**src/rtl/uart_pkg.sv**
```systemverilog
// Shared types and constants for the 9-bit UART transmitter.
// Optional even parity is enabled with the UART_TX_PARITY_EN macro.
package uart_pkg;

  localparam int DATA_BITS            = 9;
  localparam int CLKS_PER_BIT_DEFAULT = 434;

  typedef enum logic [2:0] {
    IDLE   = 3'd0,
    START  = 3'd1,
    DATA   = 3'd2,
`ifdef UART_TX_PARITY_EN
    PARITY = 3'd3,
`endif
    STOP   = 3'd4
  } uart_state_t;

  function automatic logic even_parity(input logic [DATA_BITS-1:0] word);
    return ^word;
  endfunction

endpackage

```
**src/rtl/uart_tx_if.sv**
```systemverilog
// Send/ready handshake plus the serial line of the UART transmitter.
interface uart_tx_if;
  import uart_pkg::*;

  logic                 send;
  logic [DATA_BITS-1:0] data;
  logic                 tx;
  logic                 ready;

  modport master (output send, output data, input tx, input ready);
  modport slave  (input send, input data, output tx, output ready);

endinterface

```
**src/rtl/uart_baud_gen.sv**
```systemverilog
// Bit-time counter: counts 0..CLKS_PER_BIT-1 and flags the last cycle of each bit.
module uart_baud_gen #(
  parameter int CLKS_PER_BIT = uart_pkg::CLKS_PER_BIT_DEFAULT
) (
  input  logic clock,
  input  logic reset_n,
  input  logic clear_i,
  input  logic enable_i,
  output logic bit_done_o
);

  localparam logic [15:0] LAST_CNT = 16'(CLKS_PER_BIT - 1);

  logic [15:0] cnt_q;
  logic [15:0] cnt_d;

  always_comb begin
    bit_done_o = 1'b0;
    cnt_d      = cnt_q;
    if (clear_i) begin
      cnt_d = 16'd0;
    end else if (enable_i) begin
      if (cnt_q == LAST_CNT) begin
        bit_done_o = 1'b1;
        cnt_d      = 16'd0;
      end else begin
        cnt_d = cnt_q + 16'd1;
      end
    end else begin
      cnt_d = cnt_q;
    end
  end

  always_ff @(posedge clock or negedge reset_n) begin
    if (!reset_n) begin
      cnt_q <= 16'd0;
    end else begin
      cnt_q <= cnt_d;
    end
  end

endmodule

```
**src/rtl/uart_tx.sv**
```systemverilog
// 9-bit UART transmitter, 9N1 by default; 9E1 when UART_TX_PARITY_EN is defined.
module uart_tx #(
  parameter int CLKS_PER_BIT = uart_pkg::CLKS_PER_BIT_DEFAULT,
  parameter int DATA_BITS    = uart_pkg::DATA_BITS
) (
  input logic      clock,
  input logic      reset_n,
  uart_tx_if.slave bus
);
  import uart_pkg::*;

  localparam logic [3:0] LAST_IDX = 4'(DATA_BITS - 1);

  uart_state_t          state_q;
  uart_state_t          state_d;
  logic [3:0]           bit_idx_q;
  logic [3:0]           bit_idx_d;
  logic [DATA_BITS-1:0] data_q;
  logic [DATA_BITS-1:0] data_d;
  logic                 tx_q;
  logic                 tx_d;
  logic                 ready_q;
  logic                 ready_d;
  logic                 accept_s;
  logic                 bit_done_s;
  logic                 cnt_clr_s;
  logic                 cnt_en_s;

  // Counter idles at zero so every state is entered with a fresh bit time.
  assign cnt_clr_s = (state_q == IDLE);
  assign cnt_en_s  = (state_q != IDLE);
  assign accept_s  = ready_q && bus.send;

  uart_baud_gen #(.CLKS_PER_BIT(CLKS_PER_BIT)) u_baud (
    .clock      (clock),
    .reset_n    (reset_n),
    .clear_i    (cnt_clr_s),
    .enable_i   (cnt_en_s),
    .bit_done_o (bit_done_s)
  );

  always_ff @(posedge clock or negedge reset_n) begin
    if (!reset_n) begin
      state_q   <= IDLE;
      bit_idx_q <= 4'd0;
      data_q    <= '0;
      tx_q      <= 1'b1;
      ready_q   <= 1'b1;
    end else begin
      state_q   <= state_d;
      bit_idx_q <= bit_idx_d;
      data_q    <= data_d;
      tx_q      <= tx_d;
      ready_q   <= ready_d;
    end
  end

  always_comb begin
    state_d = state_q;
    case (state_q)
      IDLE: begin
        if (accept_s) state_d = START;
        else          state_d = IDLE;
      end
      START: begin
        if (bit_done_s) state_d = DATA;
        else            state_d = START;
      end
      DATA: begin
        if (bit_done_s && (bit_idx_q == LAST_IDX)) begin
`ifdef UART_TX_PARITY_EN
          state_d = PARITY;
`else
          state_d = STOP;
`endif
        end else begin
          state_d = DATA;
        end
      end
`ifdef UART_TX_PARITY_EN
      PARITY: begin
        if (bit_done_s) state_d = STOP;
        else            state_d = PARITY;
      end
`endif
      STOP: begin
        if (bit_done_s) state_d = IDLE;
        else            state_d = STOP;
      end
      default: state_d = IDLE;
    endcase
  end

  // Outputs are computed from the next state so tx/ready change on the same edge as the state.
  always_comb begin
    if (accept_s) data_d = bus.data;
    else          data_d = data_q;

    if ((state_q == DATA) && (state_d == DATA)) begin
      if (bit_done_s) bit_idx_d = bit_idx_q + 4'd1;
      else            bit_idx_d = bit_idx_q;
    end else begin
      bit_idx_d = 4'd0;
    end

    tx_d    = 1'b1;
    ready_d = 1'b0;
    case (state_d)
      IDLE:   begin tx_d = 1'b1;                ready_d = 1'b1; end
      START:  begin tx_d = 1'b0;                ready_d = 1'b0; end
      DATA:   begin tx_d = data_q[bit_idx_d];   ready_d = 1'b0; end
`ifdef UART_TX_PARITY_EN
      PARITY: begin tx_d = even_parity(data_q); ready_d = 1'b0; end
`endif
      STOP:   begin tx_d = 1'b1;                ready_d = 1'b0; end
      default: begin tx_d = 1'b1;               ready_d = 1'b1; end
    endcase
  end

  assign bus.tx    = tx_q;
  assign bus.ready = ready_q;

endmodule

```
**src/flat_wrapper.sv**
```systemverilog
// flat-port wrapper written by rule: the top's interface ports become plain ports
module uart_tx_flat import uart_pkg::*;
#(
  parameter int CLKS_PER_BIT = uart_pkg::CLKS_PER_BIT_DEFAULT,
  parameter int DATA_BITS    = uart_pkg::DATA_BITS
)
  (clock, reset_n, bus_send, bus_data, bus_tx, bus_ready);
  uart_tx_if bus_i ();
  input logic clock;
  input logic reset_n;
  input wire logic [$bits(bus_i.send)-1:0] bus_send;
  input wire logic [$bits(bus_i.data)-1:0] bus_data;
  output wire logic [$bits(bus_i.tx)-1:0] bus_tx;
  output wire logic [$bits(bus_i.ready)-1:0] bus_ready;
  assign bus_i.send = bus_send;
  assign bus_i.data = bus_data;
  assign bus_tx = bus_i.tx;
  assign bus_ready = bus_i.ready;
  uart_tx #(.CLKS_PER_BIT(CLKS_PER_BIT), .DATA_BITS(DATA_BITS)) u_core (.clock(clock), .reset_n(reset_n), .bus(bus_i));
endmodule
```
**config.mk**
```make
export PLATFORM = sky130hd
export DESIGN_NAME = uart_tx_flat
export DESIGN_NICKNAME = d
export VERILOG_FILES = /design/src/rtl/uart_pkg.sv /design/src/rtl/uart_tx_if.sv /design/src/rtl/uart_baud_gen.sv /design/src/rtl/uart_tx.sv /design/src/flat_wrapper.sv
export SDC_FILE = /design/constraint.sdc
export NUM_CORES = 1
export LEC_CHECK = 0
export ABC_AREA = 1
export CORE_ASPECT_RATIO = 1.75
export CORE_MARGIN = 5
export CORE_UTILIZATION = 35
export DETAILED_ROUTE_END_ITERATION = 10
export GPL_ROUTABILITY_DRIVEN = 0
export SKIP_CTS_REPAIR_TIMING = 1
export SLEW_MARGIN = 20
export SYNTH_ARGS = -nofsm -noshare
export SYNTH_HDL_FRONTEND = slang
export SYNTH_SLANG_ARGS = --single-unit
```
**constraint.sdc**
```tcl
create_clock -name clock -period 1.87 [get_ports clock]
set_clock_uncertainty 0.1 [all_clocks]
set_input_delay 0.374 -clock clock [delete_from_list [all_inputs] [get_ports clock]]
set_output_delay 0.374 -clock clock [all_outputs]
set_load 0.05 [all_outputs]
```
==> metrics list <==
- The run finished with clean final reports.
- Cells with a size suffix above 1 make up 38.4% of the layout.
- Via count: 1,662
- Number of port buffers: 13
* Leakage: 1.29 nW
- The tree is rooted in a sky130_fd_sc_hd__clkbuf_8.
- Based on the critical path, the design can be clocked at up to 539 MHz.
* Number of cell instances on the worst register-to-register path: 10
* Standard cell with the maximum stage delay on the critical path: sky130_fd_sc_hd__dfrtp_2
- Power density relative to cell area: 496 nW/um2
* Path length in cells of the critical path: 10
- The mapped netlist covers 1910 um2.
- Setup violations remaining at the end of the flow were counted as 0.
- The worst setup path is captured at a flip-flop.
- The count of nets left with antenna violations once routing finished came out at 0.
- The first global-routing pass estimated 7380 um of wire.
* Sw Pwr: 0.000293 W
* Delay of the slowest critical-path stage: 0.46 ns
- Final Power: 0.00131 W
* Synthesized Nets: 245
- Cell internal power was estimated by the tool at 0.00102 W.
- Of the total power, combinational logic draws 3.2%.
* Total inserted antenna cells: 0
- Entering global routing, the biggest net connects 35 pins.
- IR analysis of the VDD net gives a maximum drop of 0.395 mV.
- Cells fill 49.8% of the core in the end.
- The floorplan has 35 rows.
- The floorplan step set the die height to 108 um.
- Post-Synthesis Mean Instance Area: 8.33 um2
- TritonCTS clock tree: done
- Dividing the detail-routed via count by the number of cells gives 4.64.
- Counting I/O delays and the setup requirement, the final critical path takes 1.86 ns.
- CTS saw 34 sinks.
- Setup CP Type: flip-flop to flip-flop
- For this configuration, the core starts out at a cell density of 36.0%.
- # DRC: 0
- Detail Placement HPWL: 3290 um
- Antenna violations before repair: 0
- The floorplan step set the die width to 65.8 um.
* Net switching fraction of the power: 22.4%
- STA puts the critical path data required time at 2.00 ns.
* Overall global routing resource usage: 13.7%
- For the worst-skew pair, the clock arrives at the later sink with an insertion delay of 0.28 ns.
- CTS Buffer Depth: 2
* Area of the multi-input gates: 1050 um2
- At the pin with the least slew margin, the transition time is 0.309 ns.
- Compared with the post-synthesis result, the final layout area differs by 38.4%.
* Fillers: 501
- Final max-slew violation count: 0
* Crit-path most repeated cell: sky130_fd_sc_hd__nor2_2
* Final wirelength: 4290 um
* Setup TNS after final layout: 0 ns
- Core Area: 5300 um2
* Sequential share of power: 56.1%
- Counting flops and latches in the post-synthesis netlist gives 34.
- Maximum net fanout on the critical path: 6
* Number of unique standard cell types used by synthesis: 30
- Total iterations of the first detailed-routing run: 4
- The total count of hold-check failures in the final report is 0.
- WL per Instance: 12.0 um
* Clk slew on worst S/H paths: 0.07 ns
- Arrival time at the worst endpoint: 1.98 ns
* Syn Inst Count: 229
- RSZ-0062 raised after global routing: true
* Crit path buf inv count: 2
- Among cell families on the critical path, the largest total delay comes from simple AND/OR/NAND/NOR gates.
- Gr ovfl total: 0
* Storage element area: 856 um2
* Detailed router's first-iteration violation count: 66
- CTS H-tree depth: 2
- For this design the top-level I/O count stands at 14.
- Number of global-route vias before repair: 1,702
* Count of max-cap constraint violations: 0
- TritonCTS Buffers: 5
- Proportion of synthesized chip area in sequential cells: 44.7%
- Headroom to the max-slew limit came out at 79.2%.
- The worst setup path is launched from a flip-flop.
* Final period util: 99.3%
- Cells along the critical path: nor2_2 > nand2_1 > nor2_2 > nand4_4 > nand2_4 > inv_2 > a21oi_2 > inv_2 > or2_4 > nor2_2
* Full die area: 7090 um2
- For this run, the post-layout net count is 299.
* Clock network fraction of design power: 40.7%
* Yosys warning total: 0
- Worst min-delay path category: input pin to async pin
-- metal layers --
| metal | share of wire (%) | global-route usage (%) | vias to the layer above |
|---|---|---|---|
| met5 | 0 | 0 | - |
| met4 | 2.1 | 5.79 | 0 |
| met3 | 2.6 | 2.30 | 7 |
| met2 | 58 | 26.8 | 18 |
| met1 | 38 | 13.4 | 799 |
| li1 | - | - | 838 |
-- registers in the layout (all words and copies together), names as in the netlist --
register,cells
u_core.bus.ready,1
u_core.state_q,3
u_core.bus.tx,1
u_core.u_baud.cnt_q,16
u_core.data_q,9
u_core.bit_idx_q,4
-- cell usage after synthesis --
library cell               number  area share, %
sky130_fd_sc_hd__nand2_4        1           0.59
sky130_fd_sc_hd__nor3b_1        2           0.79
sky130_fd_sc_hd__a21oi_1       12            3.1
sky130_fd_sc_hd__nor2_1        32            6.3
sky130_fd_sc_hd__mux2_2         4            2.4
sky130_fd_sc_hd__a21oi_2        1           0.46
sky130_fd_sc_hd__nor3_2         2            1.0
sky130_fd_sc_hd__nand3_2        3            1.6
sky130_fd_sc_hd__nand4_1        6            2.0
sky130_fd_sc_hd__nor2_2         7            2.3
sky130_fd_sc_hd__inv_1         30            5.9
sky130_fd_sc_hd__inv_2          4           0.79
sky130_fd_sc_hd__a31oi_1        1           0.33
sky130_fd_sc_hd__nand2_1       36            7.1
sky130_fd_sc_hd__nand3_1       15            3.9
sky130_fd_sc_hd__nor2_4         5            3.0
sky130_fd_sc_hd__ha_1           4            2.6
sky130_fd_sc_hd__a211oi_1       1           0.39
sky130_fd_sc_hd__nand2_2        7            2.3
sky130_fd_sc_hd__clkbuf_1       2           0.39
sky130_fd_sc_hd__nor3_1         7            1.8
sky130_fd_sc_hd__or2_1          1           0.33
sky130_fd_sc_hd__o21ai_0        4            1.0
sky130_fd_sc_hd__nand3_4        1           0.92
sky130_fd_sc_hd__xnor2_1        2           0.92
sky130_fd_sc_hd__dfrtp_1       32             42
sky130_fd_sc_hd__nor3b_4        1           0.98
sky130_fd_sc_hd__nand4_2        1           0.66
sky130_fd_sc_hd__dfstp_2        2            2.8
sky130_fd_sc_hd__xor2_1         3            1.4
-- placed cells by master, fill, tap and decap left out, drive strengths merged --
cell / instances
xnor2: 2
xor2: 3
dfstp: 2
a31oi: 1
mux2: 4
ha: 4
nand4: 7
dfrtp: 32
clkdlybuf4s50: 11
nor3b: 3
nand3: 19
nor3: 9
clkbuf: 6
nor2: 44
clkinv: 2
a211oi: 1
buf: 38
inv: 34
or2: 1
o21ai: 4
nand2: 44
a21oi: 13
-- power groups by stage --
stage | combinational, W | clock, W | sequential, W
2_1_floorplan | 0.000000175 | 0 | 0.000749
6_report | 0.0000416 | 0.000534 | 0.000735
3_3_place_gp | 0.0000434 | 0 | 0.000749
5_1_grt | 0.0000470 | 0.000578 | 0.000735
4_1_cts | 0.0000435 | 0.000550 | 0.000735
3_5_place_dp | 0.0000436 | 0 | 0.000749
-- metrics by stage --
stage	hold WS (ns)	cells	setup WS (ns)	area (um2)
global route	0.365	358	-0.130	2640
floorplan	-0.0216	229	0.104	1910
finish	0.350	358	0.0136	2640
CTS	0.353	354	-0.0817	2480
detailed placement	0.393	346	-0.0619	2400
global placement	0.384	346	-0.0407	2400
-- worst reg2reg max path, delay by kind of cell (launching register included) --
family / cells / cell delay, ns
AOI/OAI and AO/OA: 1 / 0.13
and+or+nand+nor: 7 / 1.01
buffers and inverters: 2 / 0.11
DFF: 1 / 0.46
-- cells by family after synthesis --
family	count (synthesis)	synth area share, %
AND/OR/NAND/NOR	127	35.5
buffers and inverters	36	7.08
flip-flops	34	44.7
AO/OA/AOI/OAI	19	5.38
XOR/XNOR	5	2.30
multiplexers	4	2.36
adder cells (fa/ha/maj)	4	2.62
-- layout make-up --
cell class                      instances  share of cell area, %
Clock buffer                            6                   2.75
Clock inverter                          2                  0.379
Inverter                               34                   4.83
Multi-Input combinational cell        159                   39.7
Sequential cell                        34                   32.4
Tap cell                               74                   3.51
Timing Repair Buffer                   49                   16.4
-- final timing paths --
check,startpoint,to,slack (ns)
worst max-delay path,u_core.u_baud.cnt_q[2]$_DFF_PN0_,u_core.bus.ready$_DFF_PN1_,0.01
worst min-delay path,reset_n,u_core.u_baud.cnt_q[3]$_DFF_PN0_,0.35
max in group asynchronous,reset_n,u_core.bus.ready$_DFF_PN1_,1.07
worst min register to register,u_core.data_q[5]$_DFFE_PN0P_,u_core.data_q[5]$_DFFE_PN0P_,0.41
min in group clock,u_core.data_q[5]$_DFFE_PN0P_,u_core.data_q[5]$_DFFE_PN0P_,0.41
worst max register to register,u_core.u_baud.cnt_q[2]$_DFF_PN0_,u_core.bus.ready$_DFF_PN1_,0.01
(Power assumes the default switching activity.)
